[src/rtl/cache_stats_unit.sv]
// ---------------------------------------------------------------------------
// cache_stats_unit
//
// Sits downstream of the cache model and keeps statistics on it. Each
// completed trace command arrives as a one-cycle acc_valid beat and bumps
// saturating read/write/hit/miss counters. A PRINT beat snapshots the hit and
// miss counts. A multi-cycle restoring divider then computes the hit ratio in
// per-mille, and the result is presented for one cycle on ratio_valid.
//
// Optional feature (compile-time macro STATS_SNOOP_EN):
//   adds input snoop_result and outputs num_snoops / num_hitm. When the macro
//   is undefined these ports do not exist and snoop commands are ignored.
//
// Ports
//   clk          in   1      system clock, rising edge
//   reset_n      in   1      synchronous active-low reset
//   acc_valid    in   1      access-result beat (always accepted)
//   acc_cmd      in   4      command code: 0 READ, 1 WRITE, 2 L1_READ,
//                            3..6 SNOOP, 8 CLR, 9 PRINT
//   acc_hit      in   1      access hit
//   acc_miss     in   1      access miss
//   snoop_result in   2      snoop response (STATS_SNOOP_EN only)
//   num_reads    out  CNT_W  READ + L1_READ beats
//   num_writes   out  CNT_W  WRITE beats
//   num_hits     out  CNT_W  hits on cmd 0/1/2
//   num_misses   out  CNT_W  misses on cmd 0/1/2
//   num_snoops   out  CNT_W  cmd 3..6 beats (STATS_SNOOP_EN only)
//   num_hitm     out  CNT_W  snoop beats with HITM (STATS_SNOOP_EN only)
//   ratio_pm     out  10     hits*1000/(hits+misses), truncated
//   ratio_valid  out  1      one-cycle result pulse
//   div0         out  1      last ratio had a zero denominator
//   busy         out  1      divide in progress; PRINT ignored
//   sat_flag     out  1      sticky: some counter saturated
//   err_flag     out  1      sticky: hit and miss both set on a counted beat
//
// FSM states
//   state  | meaning
//   IDLE   | waiting for PRINT
//   LOAD   | snapshot held, check for zero denominator, init divider
//   DIV    | one restoring quotient bit per cycle, CNT_W+10 cycles
//   DONE   | result registered, ratio_valid high
// ---------------------------------------------------------------------------
module cache_stats_unit #(
    parameter int CNT_W = 16
) (
    input  logic             clk,
    input  logic             reset_n,
    input  logic             acc_valid,
    input  logic [3:0]       acc_cmd,
    input  logic             acc_hit,
    input  logic             acc_miss,
`ifdef STATS_SNOOP_EN
    input  logic [1:0]       snoop_result,
`endif
    output logic [CNT_W-1:0] num_reads,
    output logic [CNT_W-1:0] num_writes,
    output logic [CNT_W-1:0] num_hits,
    output logic [CNT_W-1:0] num_misses,
`ifdef STATS_SNOOP_EN
    output logic [CNT_W-1:0] num_snoops,
    output logic [CNT_W-1:0] num_hitm,
`endif
    output logic [9:0]       ratio_pm,
    output logic             ratio_valid,
    output logic             div0,
    output logic             busy,
    output logic             sat_flag,
    output logic             err_flag
);

    localparam int N_W  = CNT_W + 10;
    localparam int D_W  = CNT_W + 1;
    localparam int BC_W = $clog2(N_W);

    typedef enum logic [1:0] {
        S_IDLE = 2'd0,
        S_LOAD = 2'd1,
        S_DIV  = 2'd2,
        S_DONE = 2'd3
    } state_t;

    state_t             r_state;
    state_t             w_state_nxt;

    logic [CNT_W-1:0]   r_num_reads;
    logic [CNT_W-1:0]   r_num_writes;
    logic [CNT_W-1:0]   r_num_hits;
    logic [CNT_W-1:0]   r_num_misses;
    logic               r_sat_flag;
    logic               r_err_flag;

    logic [N_W-1:0]     r_dq;       // dividend, shifted out MSB-first; quotient shifts in at LSB
    logic [D_W-1:0]     r_den;
    logic [D_W-1:0]     r_rem;
    logic [BC_W-1:0]    r_bit_cnt;
    logic [9:0]         r_ratio_pm;
    logic               r_div0;

    // Beat decode
    logic w_beat_rd, w_beat_wr, w_beat_acc, w_both;
    logic w_inc_hit, w_inc_miss, w_clr, w_print;
    logic w_sat_base, w_sat_snp, w_sat_event;

    assign w_beat_rd  = acc_valid && ((acc_cmd == 4'd0) || (acc_cmd == 4'd2));
    assign w_beat_wr  = acc_valid && (acc_cmd == 4'd1);
    assign w_beat_acc = w_beat_rd || w_beat_wr;
    assign w_both     = acc_hit && acc_miss;
    assign w_inc_hit  = w_beat_acc && acc_hit && !acc_miss;
    assign w_inc_miss = w_beat_acc && acc_miss && !acc_hit;
    assign w_clr      = acc_valid && (acc_cmd == 4'd8);
    assign w_print    = acc_valid && (acc_cmd == 4'd9);

    // An increment arriving at an all-ones counter is the would-wrap event.
    assign w_sat_base = (w_beat_rd  && (&r_num_reads))  ||
                        (w_beat_wr  && (&r_num_writes)) ||
                        (w_inc_hit  && (&r_num_hits))   ||
                        (w_inc_miss && (&r_num_misses));
    assign w_sat_event = w_sat_base || w_sat_snp;

    always_ff @(posedge clk) begin
        if (!reset_n || w_clr) begin
            r_num_reads  <= '0;
            r_num_writes <= '0;
            r_num_hits   <= '0;
            r_num_misses <= '0;
            r_sat_flag   <= 1'b0;
            r_err_flag   <= 1'b0;
        end else begin
            if (w_beat_rd && !(&r_num_reads))
                r_num_reads <= r_num_reads + CNT_W'(1);
            if (w_beat_wr && !(&r_num_writes))
                r_num_writes <= r_num_writes + CNT_W'(1);
            if (w_inc_hit && !(&r_num_hits))
                r_num_hits <= r_num_hits + CNT_W'(1);
            if (w_inc_miss && !(&r_num_misses))
                r_num_misses <= r_num_misses + CNT_W'(1);
            if (w_sat_event)
                r_sat_flag <= 1'b1;
            if (w_beat_acc && w_both)
                r_err_flag <= 1'b1;
        end
    end

`ifdef STATS_SNOOP_EN
    logic [CNT_W-1:0] r_num_snoops;
    logic [CNT_W-1:0] r_num_hitm;
    logic             w_beat_snp;
    logic             w_beat_hitm;

    assign w_beat_snp  = acc_valid && (acc_cmd >= 4'd3) && (acc_cmd <= 4'd6);
    assign w_beat_hitm = w_beat_snp && (snoop_result == 2'd1);
    assign w_sat_snp   = (w_beat_snp  && (&r_num_snoops)) ||
                         (w_beat_hitm && (&r_num_hitm));

    always_ff @(posedge clk) begin
        if (!reset_n || w_clr) begin
            r_num_snoops <= '0;
            r_num_hitm   <= '0;
        end else begin
            if (w_beat_snp && !(&r_num_snoops))
                r_num_snoops <= r_num_snoops + CNT_W'(1);
            if (w_beat_hitm && !(&r_num_hitm))
                r_num_hitm <= r_num_hitm + CNT_W'(1);
        end
    end

    assign num_snoops = r_num_snoops;
    assign num_hitm   = r_num_hitm;
`else
    assign w_sat_snp = 1'b0;
`endif

    // Divider datapath
    logic [N_W-1:0] w_num_prod;
    logic [D_W-1:0] w_den_sum;
    logic [D_W:0]   w_rem_sh;
    logic [D_W:0]   w_rem_sub;
    logic           w_ge;
    logic [D_W-1:0] w_rem_next;
    logic [N_W-1:0] w_q_next;
    logic           w_unused_sub;

    assign w_num_prod = N_W'(r_num_hits) * N_W'(1000);
    assign w_den_sum  = D_W'(r_num_hits) + D_W'(r_num_misses);

    assign w_rem_sh   = {r_rem, r_dq[N_W-1]};
    assign w_ge       = (w_rem_sh >= {1'b0, r_den});
    assign w_rem_sub  = w_rem_sh - {1'b0, r_den};
    // Remainder always stays below the denominator, so D_W bits suffice.
    assign w_rem_next = w_ge ? w_rem_sub[D_W-1:0] : w_rem_sh[D_W-1:0];
    assign w_q_next   = {r_dq[N_W-2:0], w_ge};
    assign w_unused_sub = w_rem_sub[D_W];

    always_ff @(posedge clk) begin
        if (!reset_n) begin
            r_dq       <= '0;
            r_den      <= '0;
            r_rem      <= '0;
            r_bit_cnt  <= '0;
            r_ratio_pm <= '0;
            r_div0     <= 1'b0;
        end else begin
            case (r_state)
                S_IDLE: begin
                    if (w_print) begin
                        r_dq  <= w_num_prod;
                        r_den <= w_den_sum;
                    end
                end
                S_LOAD: begin
                    r_rem     <= '0;
                    r_bit_cnt <= BC_W'(N_W - 1);
                end
                S_DIV: begin
                    r_rem     <= w_rem_next;
                    r_dq      <= w_q_next;
                    r_bit_cnt <= r_bit_cnt - BC_W'(1);
                end
                default: ;
            endcase

            // Result lands on the edge that enters DONE, so it is valid
            // in the same cycle as the ratio_valid pulse.
            if (w_clr) begin
                r_ratio_pm <= '0;
                r_div0     <= 1'b0;
            end else if ((r_state == S_LOAD) && (r_den == '0)) begin
                r_ratio_pm <= '0;
                r_div0     <= 1'b1;
            end else if ((r_state == S_DIV) && (r_bit_cnt == '0)) begin
                r_ratio_pm <= w_q_next[9:0];
                r_div0     <= 1'b0;
            end
        end
    end

    // FSM: state register
    always_ff @(posedge clk) begin
        if (!reset_n)
            r_state <= S_IDLE;
        else
            r_state <= w_state_nxt;
    end

    // FSM: next state
    always_comb begin
        w_state_nxt = r_state;
        case (r_state)
            S_IDLE: if (w_print) w_state_nxt = S_LOAD;
            S_LOAD: w_state_nxt = (r_den == '0) ? S_DONE : S_DIV;
            S_DIV:  if (r_bit_cnt == '0) w_state_nxt = S_DONE;
            S_DONE: w_state_nxt = S_IDLE;
            default: w_state_nxt = S_IDLE;
        endcase
        if (w_clr)
            w_state_nxt = S_IDLE;
    end

    // FSM: outputs
    always_comb begin
        busy        = 1'b0;
        ratio_valid = 1'b0;
        case (r_state)
            S_LOAD, S_DIV: busy = 1'b1;
            S_DONE: begin
                busy        = 1'b1;
                ratio_valid = 1'b1;
            end
            default: ;
        endcase
    end

    assign num_reads  = r_num_reads;
    assign num_writes = r_num_writes;
    assign num_hits   = r_num_hits;
    assign num_misses = r_num_misses;
    assign ratio_pm   = r_ratio_pm;
    assign div0       = r_div0;
    assign sat_flag   = r_sat_flag;
    assign err_flag   = r_err_flag;

endmodule

[config.mk]
export PLATFORM = sky130hd
export DESIGN_NAME = cache_stats_unit
export DESIGN_NICKNAME = d
export VERILOG_FILES = /design/src/rtl/cache_stats_unit.sv
export SDC_FILE = /design/constraint.sdc
export NUM_CORES = 1
export LEC_CHECK = 0
export BUFFER_PORTS_ARGS = -buffer_cell sky130_fd_sc_hd__buf_2
export CAP_MARGIN = 20
export CORE_MARGIN = 4
export CORE_UTILIZATION = 50
export DETAILED_ROUTE_END_ITERATION = 7
export PLACE_DENSITY = 0.69
export SLEW_MARGIN = 25
export SYNTH_ARGS = -nofsm -noshare
export SYNTH_HDL_FRONTEND = slang
export SYNTH_SLANG_ARGS = --single-unit
[constraint.sdc]
create_clock -name clk -period 13.2 [get_ports clk]
set_input_delay 1.32 -clock clk [delete_from_list [all_inputs] [get_ports clk]]
set_output_delay 1.32 -clock clk [all_outputs]
set_load 0.005 [all_outputs]
==> results of run 1 <==
==> placed cells by master, fill, tap and decap left out, types with 14 or more instances in the layout <==
master     instances
o211ai_1          15
nand4_1           20
o211a_1           14
nand3_1           43
a21oi_1           65
nor3_1            26
buf_2             87
clkbuf_16         17
nor2_1           123
nand2_1           92
o21ai_0           65
inv_1            124
xor2_1            39
dfxtp_1          144
fa_1              56
ha_1              96
mux2i_1           23
xnor2_1           46
==> flip-flops by register name, summed over array words and instances, names as in the netlist <==
signal / count
num_hits: 16
r_rem: 17
div0: 1
r_state: 2
err_flag: 1
num_misses: 16
r_dq: 26
r_bit_cnt: 5
sat_flag: 1
num_reads: 16
num_writes: 16
r_den: 17
ratio_pm: 10
==> critical path: stages, from the launching register on <==
cell and delay [ps]:
dfxtp_1 490, inv_1 180, fa_1 590, fa_1 450, fa_1 500, fa_1 510
inv_1 40, ha_1 220, or3_1 430, o31ai_1 510, o211ai_1 220, a31oi_1 290
o21bai_1 130, mux2i_1 160, a21oi_1 80
==> worst paths after layout <==
check | startpoint | endpoint | slack, ps | depth (start not counted)
setup reg to reg | num_hits[3] | r_dq[24] | 8270 | 14
hold reg to reg | div0 | div0 | 450 | 2
hold / removal | div0 | div0 | 450 | 2
setup / recovery | num_hits[3] | r_dq[24] | 8270 | 14
==> metal layers <==
metal / GRT usage (%) / vias to the layer above
li1: - / 4382
met1: 29.6 / 4113
met2: 33.5 / 173
met3: 4.49 / 22
met4: 5.39 / 0
met5: 0 / -
==> layout make-up <==
type / count / area (um^2) / share of cell area, %
Clock buffer: 17 / 425 / 3.63
Clock inverter: 15 / 164 / 1.40
Inverter: 124 / 465 / 3.98
Multi-Input combinational cell: 910 / 6930 / 59.2
Sequential cell: 144 / 2880 / 24.6
Tap cell: 270 / 338 / 2.89
Timing Repair Buffer: 96 / 503 / 4.30
==> cells by family (layout without fill, tap and decap cells) <==
| group | count (synthesis) | after routing | synth area share (%) |
|---|---|---|---|
| and+or+nand+nor | 401 | 401 | 19.2 |
| AOI/OAI and AO/OA | 248 | 248 | 15.4 |
| buffers and inverters | 163 | 252 | 6.02 |
| adders and majority gates | 152 | 152 | 22.3 |
| DFF | 144 | 144 | 27.7 |
| xor gates and xnor gates | 85 | 85 | 7.15 |
| muxes | 24 | 24 | 2.32 |
==> power by group <==
group	internal [uW]	switching, uW
combinational	38.8	72.0
clock	269	218
sequential	446	9.60
total	754	299
==> per-stage QoR <==
stage                     cells  total power, uW  hold WS (ps)
after floorplan            1217              543           451
after global placement     1544              575           446
after detailed placement   1544              577           449
after CTS                  1576             1060           458
after global routing       1576             1100           495
final                      1576             1050           455
==> out/results.tsv, run 1 <==
metric	value	unit
IO Pins	88	
Die ar.	0.0232	mm^2
worst vdd ir	0.0814	mV
grt ovf	0	
top_reg_cell synth	dfxtp_1	
Final Hold Fails	0	
# rows	52	
RSZ-0062 raised after global routing	no	
DR top layer	met4	
count leader, synth	dfxtp_1	
post-place setup slack	8290	ps
Max-Cap Viols	0	
fin util	57.5	%
Yosys warnings	0	
final period utilization	37.3	%
Die Height	152	um
Static Leakage	0.00517	uW
core footprint	0.0204	mm^2
minimum clock period	4930	ps
first-pass GRT wire length	41.2	mm
Final GP Congestion	0.875	
design area	0.0117	mm^2
worst-margin pin slew	753	ps
drt drc	0	
Initial Util	51.2	%
Syn Inst Count	1217	
Clock Sinks	144	
PwrDens	90.0	mW/mm^2
final WL	24.4	mm
crit path DAT	5230	ps
Horiz. Die Dim	152	um
post-CTS sizing	0	
largest cells by area after synthesis	dfxtp_1 (28%), ha_1 (12%), fa_1 (11%)	
Clock Path Buffers	2	
hold_buf cts	0	
EDFF count, synth	0	
nets	1454	
Setup Skew	10.1	ps
routed wl met3	1.25	mm
largest net degree at the start of global routing	69	
clock root buffer	clkbuf_16	
flops & latches, synth	144	
Filler cells	1844	
most frequent cells after synthesis	dfxtp_1 (144), inv_1 (124), nor2_1 (123), ha_1 (96), nand2_1 (93)	
initial antenna violation count	0	
htree depth	4	
Placed Area	0.0111	mm^2
share of async-settable or async-resettable flops after synthesis	0	%
PortBufs	87	
DRT Pass-1 Iters	5	
slack of the critical path	8270	ps
run status	complete, no violations	
DR WL met2	10.9	mm
drt via density	5.51	
area of the mapped netlist	0.0104	mm^2
final setup TNS	0	ps
area growth from synthesis to layout	12.4	%
CTS tree	built	
crit path launch type	register	
fmax	203	MHz
WL met1	11.8	mm
Inserted Clock Buffers	17	
proportion of synthesized chip area in sequential cells	27.7	%
post-synth top area share	27.7	%
drt wl/cell	15.5	um
Final setup viols	0	
layout cells sized above 1	11.5	%
Setup Buffers After CTS	0	
Crit path required time	13500	ps
Worst-Skew Late Latency	430	ps
CP Max Fanout	7	
Pins Over Slew Limit	0	
DR vias	8690	
Total GRT Usage	21.1	%
Post-Syn Nets	1378	
vias in the first global route	8263	
clock-pin slew on the worst setup and hold paths	70	ps
Synth cell types	70	
Setup crit end kind	register	
Hold Crit Class	register to register	
dominant cell type by area after synthesis	dfxtp_1	
critical path class	register to register	
Avg Cell Area, Syn	8.56	um^2
post-DP HPWL	18.8	mm
slew margin rel.	49.1	%
Routed Antenna Nets	0	
DR iter-0 viols	478	
Antenna Cells	0	
Power figures use the tool's default switching activity.
==> run 2, diff against run 1 <==
PLACE_DENSITY = 0.71   (was 0.69)
clock period = 4.3 ns   (was 13.2 ns; I/O delays follow)
==> run 2 against run 1 <==
  * The run now ends with negative setup slack left
  * Sequential share of layout area shrank 0.92 points
  * Critical path depth grew 1
  * Fmax rose by 13%
  * Die area did not move
  * Sequential power grew to 3.1 times the previous value
  * Clock power grew to 3.0 times the previous value
  * Setup slack lost 8300 ps
  * Core utilization is 2.6 points higher
  * Cell count up 2.7%
  * Register-to-register slack got worse by 8300 ps
  * Via count up 2.1%
  * Critical path type unchanged
==> out/results.tsv, run 2 (synthesized netlist as in run 1, its figures left out) <==
metric	value	unit	change
core footprint	0.0204	mm^2	unchanged
non-filler cells, final	1618		+2.7%
hold path start	acc_miss		
Die Height	152	um	unchanged
Setup crit end kind	register		
drt wl/cell	15.5	um	+0.16%
final period utilization	101	%	+64 points
total power	3210	uW	+210%
hold path depth	3		+1
DR vias	8874		+2.1%
initial antenna violation count	0		unchanged
critical path, cell by cell	inv_4 -> fa_1 -> fa_1 -> fa_1 -> fa_1 -> inv_2 -> ha_4 -> or3_4 -> nand2b_4 -> o211ai_4 -> o21ai_4 -> o21ai_2 -> a21oi_2 -> mux2_4 -> a211oi_2		
slew margin rel.	27.2	%	-22 points
Slowest cell on crit path	fa_1		
drt drc	0		unchanged
Routed Antenna Nets	0		unchanged
Setup Skew	8.40	ps	-1.73 ps
CTS tree	built		
run status	finished, violations left		
nets	1496		+2.9%
crit path launch type	register		
Die ar.	0.0232	mm^2	unchanged
htree depth	4		unchanged
most frequent cells in the layout	dfxtp_1 (135), nor2_1 (122), inv_1 (114), nand2_1 (92)		
CP peak stage delay	550	ps	-40 ps
post-DP HPWL	18.9	mm	+0.82%
Total GRT Usage	21.2	%	+0.059 points
minimum clock period	4350	ps	-578 ps
# rows	52		unchanged
design area	0.0122	mm^2	+4.5%
Max-Cap Viols	0		unchanged
worst r2r dst	r_dq[21]		
reg2reg start	num_hits[3]		
Hold Crit Class	input pin to register		
DRT Pass-1 Iters	5		unchanged
worst-margin pin slew	1080	ps	+325 ps
failing checks	negative setup slack		
RSZ-0062 raised after global routing	yes		
vias in the first global route	8334		+0.86%
worst vdd ir	0.235	mV	+190%
critical path class	register to register		
Inst Count DP	1584		+2.6%
slack of the critical path	-49.9	ps	-8320 ps
Placed Area	0.0114	mm^2	+2.7%
Clock Sinks	144		unchanged
Final Hold Fails	0		unchanged
hold_buf cts	0		unchanged
Initial Util	51.2	%	unchanged
PortBufs	87		unchanged
crit path DAT	4710	ps	-520 ps
CP Max Fanout	3		-4
layout cells sized above 1	17.4	%	+5.9 points
most common cell after layout, fill and taps aside	dfxtp_1		
worst setup path end	r_dq[21]		
reg-to-reg slack, setup	-50	ps	-8320 ps
Static Leakage	0.00536	uW	+3.7%
drt via density	5.48		-0.53%
r2r worst-path depth	15		+1
clock-pin slew on the worst setup and hold paths	70	ps	about the same
Inserted Clock Buffers	17		unchanged
first-pass GRT wire length	41.3	mm	+0.30%
grt ovf	0		unchanged
Worst-Skew Late Latency	440	ps	about the same
clock root buffer	clkbuf_16		
Pins Over Slew Limit	0		unchanged
Most flops, register	r_dq		
launch point of the worst path	num_hits[3]		
IO Pins	88		unchanged
final WL	25.1	mm	+2.8%
Largest regs	r_dq (26), r_den (17), r_rem (17)		
PwrDens	263	mW/mm^2	+190%
Antenna Cells	0		unchanged
Crit path required time	4660	ps	-8840 ps
Final setup viols	1		+1
Final GP Congestion	0.859		-1.9%
Clock Path Buffers	2		unchanged
area growth from synthesis to layout	17.5	%	
largest net degree at the start of global routing	64		-7.2%
Filler cells	1797		-2.5%
Horiz. Die Dim	152	um	unchanged
DR iter-0 viols	414		-13%
most used cell, CP	fa_1		
Largest register FFs	26		unchanged
fmax	230	MHz	+13%
run 2: report_power, final:
group	switching (uW)	total, uW	internal (uW)
Sequential	29.6	1400	1370
Clock	694	1470	779
Combinational	224	345	121
Total	947	3210	2270
run 2: how the worst min path moves through the flow:
stage               end  slack [ps]
2_1_floorplan  r_rem[6]         450
3_3_place_gp   err_flag         450
3_5_place_dp       div0         450
4_1_cts        err_flag         310
5_1_grt        err_flag         330
6_report       err_flag         330
run 2: worst max-delay path, delay by kind of cell (launching register included):
family / cells / cell delay [ps]
multiplexers: 1 / 310
flip-flops: 1 / 360
buffers and inverters: 2 / 110
AO/OA/AOI/OAI: 5 / 790
AND/OR/NAND/NOR: 2 / 560
adder cells (fa/ha/maj): 5 / 2160
run 2: per-layer routing:
layer	track usage, %	wire (um)	vias up
li1	-	-	4445
met2	33.9	11400	197
met5	0	0	-
met3	4.40	1400	20
met4	5.44	301	0
met1	29.4	11900	4212
run 2: area by class of cell:
| type | instances | area [um^2] | share of cell area (%) |
|---|---|---|---|
| Clock buffer | 17 | 425 | 3.48 |
| Tap cell | 270 | 338 | 2.76 |
| Sequential cell | 144 | 2900 | 23.7 |
| Multi-Input combinational cell | 910 | 7120 | 58.2 |
| Clock inverter | 15 | 163 | 1.33 |
| Inverter | 124 | 468 | 3.82 |
| Timing Repair Buffer | 138 | 818 | 6.69 |
run 2: stage by stage:
stage	hold WS, ps	setup WS (ps)	setup TNS, ps	utilization (%)
6_report	332	-49.9	-49.9	60.1
3_3_place_gp	447	-12.3	-12.3	56.1
3_5_place_dp	453	-100	-349	56.1
2_1_floorplan	451	0.408	0	-
5_1_grt	328	-177	-1000	60.1
4_1_cts	309	-0.100	-0.100	59.2
run 2: repair_timing:
action                                  CTS  global route
buffers inserted                          0             2
gates resized for setup                  10            41
endpoints found under the setup margin    7            10
pin swaps                                12            22
